`src/rtl/fft_pkg.sv`:
```
// Shared types, widths and helpers for the radix-2 FFT butterfly datapath.
package fft_pkg;

    localparam int DATA_W    = 16;
    localparam int TW_W      = 16;
    localparam int TW_FRAC   = 15;

    // Derived datapath widths: full product, product sum, scaled product, output sum.
    localparam int PROD_W    = DATA_W + TW_W;
    localparam int SUM_W     = PROD_W + 1;
    localparam int SCL_W     = SUM_W - TW_FRAC;
    localparam int OUT_SUM_W = SCL_W + 1;

    typedef struct packed {
        logic signed [DATA_W-1:0] re;
        logic signed [DATA_W-1:0] im;
    } cplx_t;

    // Clamp a wide signed sum into the DATA_W two's-complement range.
    function automatic logic [DATA_W-1:0] sat_data(input logic signed [OUT_SUM_W-1:0] v);
        logic signed [OUT_SUM_W-1:0] max_v;
        logic signed [OUT_SUM_W-1:0] min_v;
        logic [DATA_W-1:0]           r;
        max_v = {{(OUT_SUM_W-DATA_W+1){1'b0}}, {(DATA_W-1){1'b1}}};
        min_v = {{(OUT_SUM_W-DATA_W+1){1'b1}}, {(DATA_W-1){1'b0}}};
        if (v > max_v) begin
            r = {1'b0, {(DATA_W-1){1'b1}}};
        end else if (v < min_v) begin
            r = {1'b1, {(DATA_W-1){1'b0}}};
        end else begin
            r = v[DATA_W-1:0];
        end
        return r;
    endfunction

endpackage

```
`src/rtl/fft_cmul.sv`:
```
// Pipelined complex multiplier W*B: registers the four signed partial
// products, then forms the full-precision real/imaginary sums from them.
module fft_cmul
    import fft_pkg::*;
(
    input  logic                     clk,
    input  logic                     rst,
    input  logic signed [DATA_W-1:0] b_re,
    input  logic signed [DATA_W-1:0] b_im,
    input  logic signed [TW_W-1:0]   w_re,
    input  logic signed [TW_W-1:0]   w_im,
    output logic signed [SUM_W-1:0]  p_re,
    output logic signed [SUM_W-1:0]  p_im
);

    logic signed [PROD_W-1:0] prod_rr_r;
    logic signed [PROD_W-1:0] prod_ii_r;
    logic signed [PROD_W-1:0] prod_ri_r;
    logic signed [PROD_W-1:0] prod_ir_r;

    // Stage-1 partial product registers, cleared by synchronous reset.
    always_ff @(posedge clk) begin
        if (!rst) begin
            prod_rr_r <= {PROD_W{1'b0}};
            prod_ii_r <= {PROD_W{1'b0}};
            prod_ri_r <= {PROD_W{1'b0}};
            prod_ir_r <= {PROD_W{1'b0}};
        end else begin
            prod_rr_r <= PROD_W'(w_re) * PROD_W'(b_re);
            prod_ii_r <= PROD_W'(w_im) * PROD_W'(b_im);
            prod_ri_r <= PROD_W'(w_re) * PROD_W'(b_im);
            prod_ir_r <= PROD_W'(w_im) * PROD_W'(b_re);
        end
    end

    // Full-precision product sums; one extra bit so nothing overflows.
    assign p_re = SUM_W'(prod_rr_r) - SUM_W'(prod_ii_r);
    assign p_im = SUM_W'(prod_ri_r) + SUM_W'(prod_ir_r);

endmodule

```
`src/rtl/fft_butterfly_unit.sv`:
```
// Radix-2 DIT butterfly: A' = A + W*B, B' = A - W*B with round-half-up
// Q1.15 scaling and saturating 16-bit outputs. Two-cycle fixed latency.
module fft_butterfly_unit
    import fft_pkg::*;
(
    input  logic              clk,
    input  logic              rst,
    input  logic [DATA_W-1:0] i_data_ra,
    input  logic [DATA_W-1:0] i_data_ca,
    input  logic [DATA_W-1:0] i_data_rb,
    input  logic [DATA_W-1:0] i_data_cb,
    input  logic [TW_W-1:0]   i_twiddle_r,
    input  logic [TW_W-1:0]   i_twiddle_c,
    output logic [DATA_W-1:0] o_data_ra,
    output logic [DATA_W-1:0] o_data_ca,
    output logic [DATA_W-1:0] o_data_rb,
    output logic [DATA_W-1:0] o_data_cb
);

    localparam logic signed [SUM_W-1:0] ROUND_BIAS =
        {{(SUM_W-TW_FRAC){1'b0}}, 1'b1, {(TW_FRAC-1){1'b0}}};

    cplx_t                       a_r;
    logic signed [SUM_W-1:0]     p_re_s;
    logic signed [SUM_W-1:0]     p_im_s;
    logic signed [SUM_W-1:0]     p_re_bias_s;
    logic signed [SUM_W-1:0]     p_im_bias_s;
    logic signed [SCL_W-1:0]     p_re_scl_s;
    logic signed [SCL_W-1:0]     p_im_scl_s;
    logic signed [OUT_SUM_W-1:0] a_re_ext_s;
    logic signed [OUT_SUM_W-1:0] a_im_ext_s;
    logic signed [OUT_SUM_W-1:0] sum_ra_s;
    logic signed [OUT_SUM_W-1:0] sum_ca_s;
    logic signed [OUT_SUM_W-1:0] sum_rb_s;
    logic signed [OUT_SUM_W-1:0] sum_cb_s;

    fft_cmul u_cmul (
        .clk  (clk),
        .rst  (rst),
        .b_re (i_data_rb),
        .b_im (i_data_cb),
        .w_re (i_twiddle_r),
        .w_im (i_twiddle_c),
        .p_re (p_re_s),
        .p_im (p_im_s)
    );

    // Stage-1 copy of A, kept aligned with the partial products in fft_cmul.
    always_ff @(posedge clk) begin
        if (!rst) begin
            a_r <= {(2*DATA_W){1'b0}};
        end else begin
            a_r.re <= i_data_ra;
            a_r.im <= i_data_ca;
        end
    end

    // Round half up, drop the Q1.15 fraction, then form the butterfly sums.
    always_comb begin
        p_re_bias_s = p_re_s + ROUND_BIAS;
        p_im_bias_s = p_im_s + ROUND_BIAS;
        p_re_scl_s  = SCL_W'(p_re_bias_s >>> TW_FRAC);
        p_im_scl_s  = SCL_W'(p_im_bias_s >>> TW_FRAC);
        a_re_ext_s  = OUT_SUM_W'(a_r.re);
        a_im_ext_s  = OUT_SUM_W'(a_r.im);
        sum_ra_s    = a_re_ext_s + OUT_SUM_W'(p_re_scl_s);
        sum_ca_s    = a_im_ext_s + OUT_SUM_W'(p_im_scl_s);
        sum_rb_s    = a_re_ext_s - OUT_SUM_W'(p_re_scl_s);
        sum_cb_s    = a_im_ext_s - OUT_SUM_W'(p_im_scl_s);
    end

    // Stage-2 output registers holding the saturated results.
    always_ff @(posedge clk) begin
        if (!rst) begin
            o_data_ra <= {DATA_W{1'b0}};
            o_data_ca <= {DATA_W{1'b0}};
            o_data_rb <= {DATA_W{1'b0}};
            o_data_cb <= {DATA_W{1'b0}};
        end else begin
            o_data_ra <= sat_data(sum_ra_s);
            o_data_ca <= sat_data(sum_ca_s);
            o_data_rb <= sat_data(sum_rb_s);
            o_data_cb <= sat_data(sum_cb_s);
        end
    end

endmodule

```
`config.mk`:
```
export PLATFORM = sky130hd
export DESIGN_NAME = fft_butterfly_unit
export DESIGN_NICKNAME = d
export VERILOG_FILES = /design/src/rtl/fft_pkg.sv /design/src/rtl/fft_cmul.sv /design/src/rtl/fft_butterfly_unit.sv
export SDC_FILE = /design/constraint.sdc
export NUM_CORES = 2
export LEC_CHECK = 0
export ABC_AREA = 1
export CORE_UTILIZATION = 42
export CTS_BUF_LIST = sky130_fd_sc_hd__clkbuf_16
export CTS_CLUSTER_DIAMETER = 120
export DETAILED_ROUTE_END_ITERATION = 10
export GPL_ROUTABILITY_DRIVEN = 0
export GPL_TIMING_DRIVEN = 0
export RECOVER_POWER = 25
export SLEW_MARGIN = 20
export SYNTH_ARGS = -nofsm -noshare
export SYNTH_HDL_FRONTEND = slang
export SYNTH_SLANG_ARGS = --single-unit
```
`constraint.sdc`:
```
create_clock -name clk -period 12.92 [get_ports clk]
set_input_delay 1.292 -clock clk [delete_from_list [all_inputs] [get_ports clk]]
set_output_delay 1.292 -clock clk [all_outputs]
set_load 0.1 [all_outputs]
```
==> reports/metrics.yaml <==
setup.worst_path.end_class: "flip-flop"
synth-xor-area-share: 0.0195
drc: 0
hpwl_um: 163000
fp.dieW_um: 367
num_vias: 48800
antenna_found_initial: 12
fin_crit_sh: 0.670
muxShareOfSynthArea: 0
pre_cts_ws_ns: 4.00
hp-class: "reg -> reg"
fin_nets: 9345
finalNonFillerCells: 9450
first_pass_iters: 7
synth.most_common_cell: "inv_1"
grt_usage: 0.288
cp-start-kind: "input port"
clk-insertion-delay-late_ns: 0.54
hold_violations: 0
drt-initial-drc-count: 4598
cts_resized: 0
synth_compound_area_frac: 0.0665
grt_pass1_wl_um: 291000
boundaryPins: 162
register_area_um2: 4480
cp.arrival_ns: 9.10
cts_sinks: 224
rows: 133
synth_top_family_by_area: "adder cells"
core-area_um2: 132000
final.setup.tns_ns: 0
grt_pass1_vias: 49100
ys_ff_latch: 224
ys_top_cells_by_area: "fa_1, inv_1, nand2_1, ha_1, dfxtp_1"
dpl.cell_count: 9402
syn_avg_cell_area_um2: 7.49
start_util: 0.425
multiInputGateArea_um2: 42700
post-route-util: 0.460
drt-total-wl_um: 193000
die_h_um: 367
fillers: 13500
synthCells: 7489
clkTransAtPathRegs_ns: 0.07
cts_setup_buffers: 0
status: "finished, final reports clean"
htree_levels: 1
syn_area_um2: 56100
avgViaCountPerCell: 5.16
area_delta_synth_final_pct: 8.17
synth_edf_count: 0
synth-simple-area-share: 0.183
synth_warnings: 0
slew_headroom: 0.122
layout_min_cycle_time_ns: 8.66
fin_skew_ns: 0.0246
ant_nets: 0
overflow: 0
synth_fa_ha_area_frac: 0.493
slew_violations: 0
synth_ff_type: "dfxtp_1"
numCtsBuffers: 22
synthTopCellsByCount: "inv_1, nand2_1, fa_1, ha_1, nor2_1"
root_buffer: "clkbuf_16"
postCtsHoldBufs: 0
numPortBuffers: 158
required_ns: 13.36
setup_viol: 0
yosysUniqueCellTypes: 47
async_flop_share: 0
cts_buffer_depth: 3
critPathMaxFanout: 10
synth_top_area_cell: "fa_1"
grt_max_degree: 19
drv_cap: 0
worstSetupPathType: "in -> reg"
cts_tree: "yes"
tightest_slew_ns: 1.31
synth_nets: 9163
die_area_um2: 135000
post_drt_wl_per_cell_um: 20.4
fin_ws_ns: 4.26
synth_top_area_share: 0.376
fmax_ghz: 0.116
final_layout_size_suffix_gt1_frac: 0.0144
rsz0062_at_grt: "false"
ys_seq_area_frac: 0.0800
[per-layer routing]
| metal | global-route usage | part of all wire |
|---|---|---|
| met5 | 0 | 0.00031 |
| met1 | 0.374 | 0.40 |
| met4 | 0.137 | 0.055 |
| met2 | 0.457 | 0.44 |
| met3 | 0.0591 | 0.10 |
[state kept, by name (all words and copies together), names as in the netlist]
| register | cells |
|---|---|
| u_cmul.prod_ii_r | 32 |
| u_cmul.prod_ir_r | 32 |
| u_cmul.prod_ri_r | 32 |
| u_cmul.prod_rr_r | 32 |
| a_im_ext_s | 16 |
| a_r | 16 |
| o_data_ca | 16 |
| o_data_cb | 16 |
| o_data_ra | 16 |
| o_data_rb | 16 |
[final timing paths]
path,slack (ns),startpoint,end,cells past startpoint
worst min register to register,0.63,a_im_ext_s[0],o_data_ca[0],3
worst max-delay path,4.26,i_data_rb[2],u_cmul.prod_rr_r[30],20
worst max register to register,8.11,u_cmul.prod_ir_r[6],o_data_ca[5],23
worst min-delay path,0.63,a_im_ext_s[0],o_data_ca[0],3
[per-stage QoR]
stage | hold WS, ns | cell area [um^2]
2_1_floorplan | 0.575 | 56100
3_3_place_gp | 0.639 | 59800
3_5_place_dp | 0.627 | 59800
4_1_cts | 0.630 | 60600
5_1_grt | 0.707 | 60600
6_report | 0.631 | 60600
[cells in the final DEF (no fill, tap or decap), types with 31 or more instances in the layout]
| master | synthesis | layout |
|---|---|---|
| nand3_1 | 198 | 198 |
| clkdlybuf4s50_1 | 0 | 123 |
| dfxtp_1 | 224 | 224 |
| fa_1 | 1052 | 1052 |
| nor2_1 | 361 | 361 |
| xnor2_1 | 45 | 45 |
| xor2_1 | 80 | 80 |
| o21a_1 | 31 | 31 |
| o21ai_0 | 176 | 176 |
| nand4_1 | 46 | 46 |
| nor3_1 | 54 | 54 |
| dlygate4sd3_1 | 0 | 35 |
| inv_1 | 2073 | 2074 |
| ha_1 | 524 | 524 |
| nand2_1 | 1850 | 1850 |
| clkbuf_1 | 215 | 212 |
| a21oi_1 | 328 | 328 |
[critical path: stages]
cell and delay (ns):
clkdlybuf4s50_1 1.02, clkbuf_1 0.99, nand2_1 0.13, inv_1 0.16, fa_1 0.49, fa_1 0.59
inv_1 0.21, fa_1 0.63, inv_1 0.09, fa_1 0.53, inv_1 0.05, fa_1 0.45
fa_1 0.50, inv_1 0.04, ha_1 0.45, a21oi_1 0.64, o211ai_1 0.28, a21oi_1 0.22
a21oi_1 0.10, nor2_1 0.21
[logic make-up after synthesis]
family | after synthesis
adder cells (fa/ha/maj) | 1576
XOR/XNOR | 125
buffers and inverters | 2331
flip-flops | 224
AND/OR/NAND/NOR | 2567
AO/OA/AOI/OAI | 666
[layout make-up]
cell class | instances | area share
antenna | 8 | 0.000330
timing repair buffer | 158 | 0.0261
inverter | 2080 | 0.129
clock buffer | 23 | 0.00949
sequential | 224 | 0.0739
buffer | 251 | 0.0178
tap | 1755 | 0.0362
multi-input combinational | 4934 | 0.704
clock inverter | 17 | 0.00330
Power is left out: the tool's default activity adds up to more than one toggle a clock period on the data nets, which glitch-free logic cannot reach.
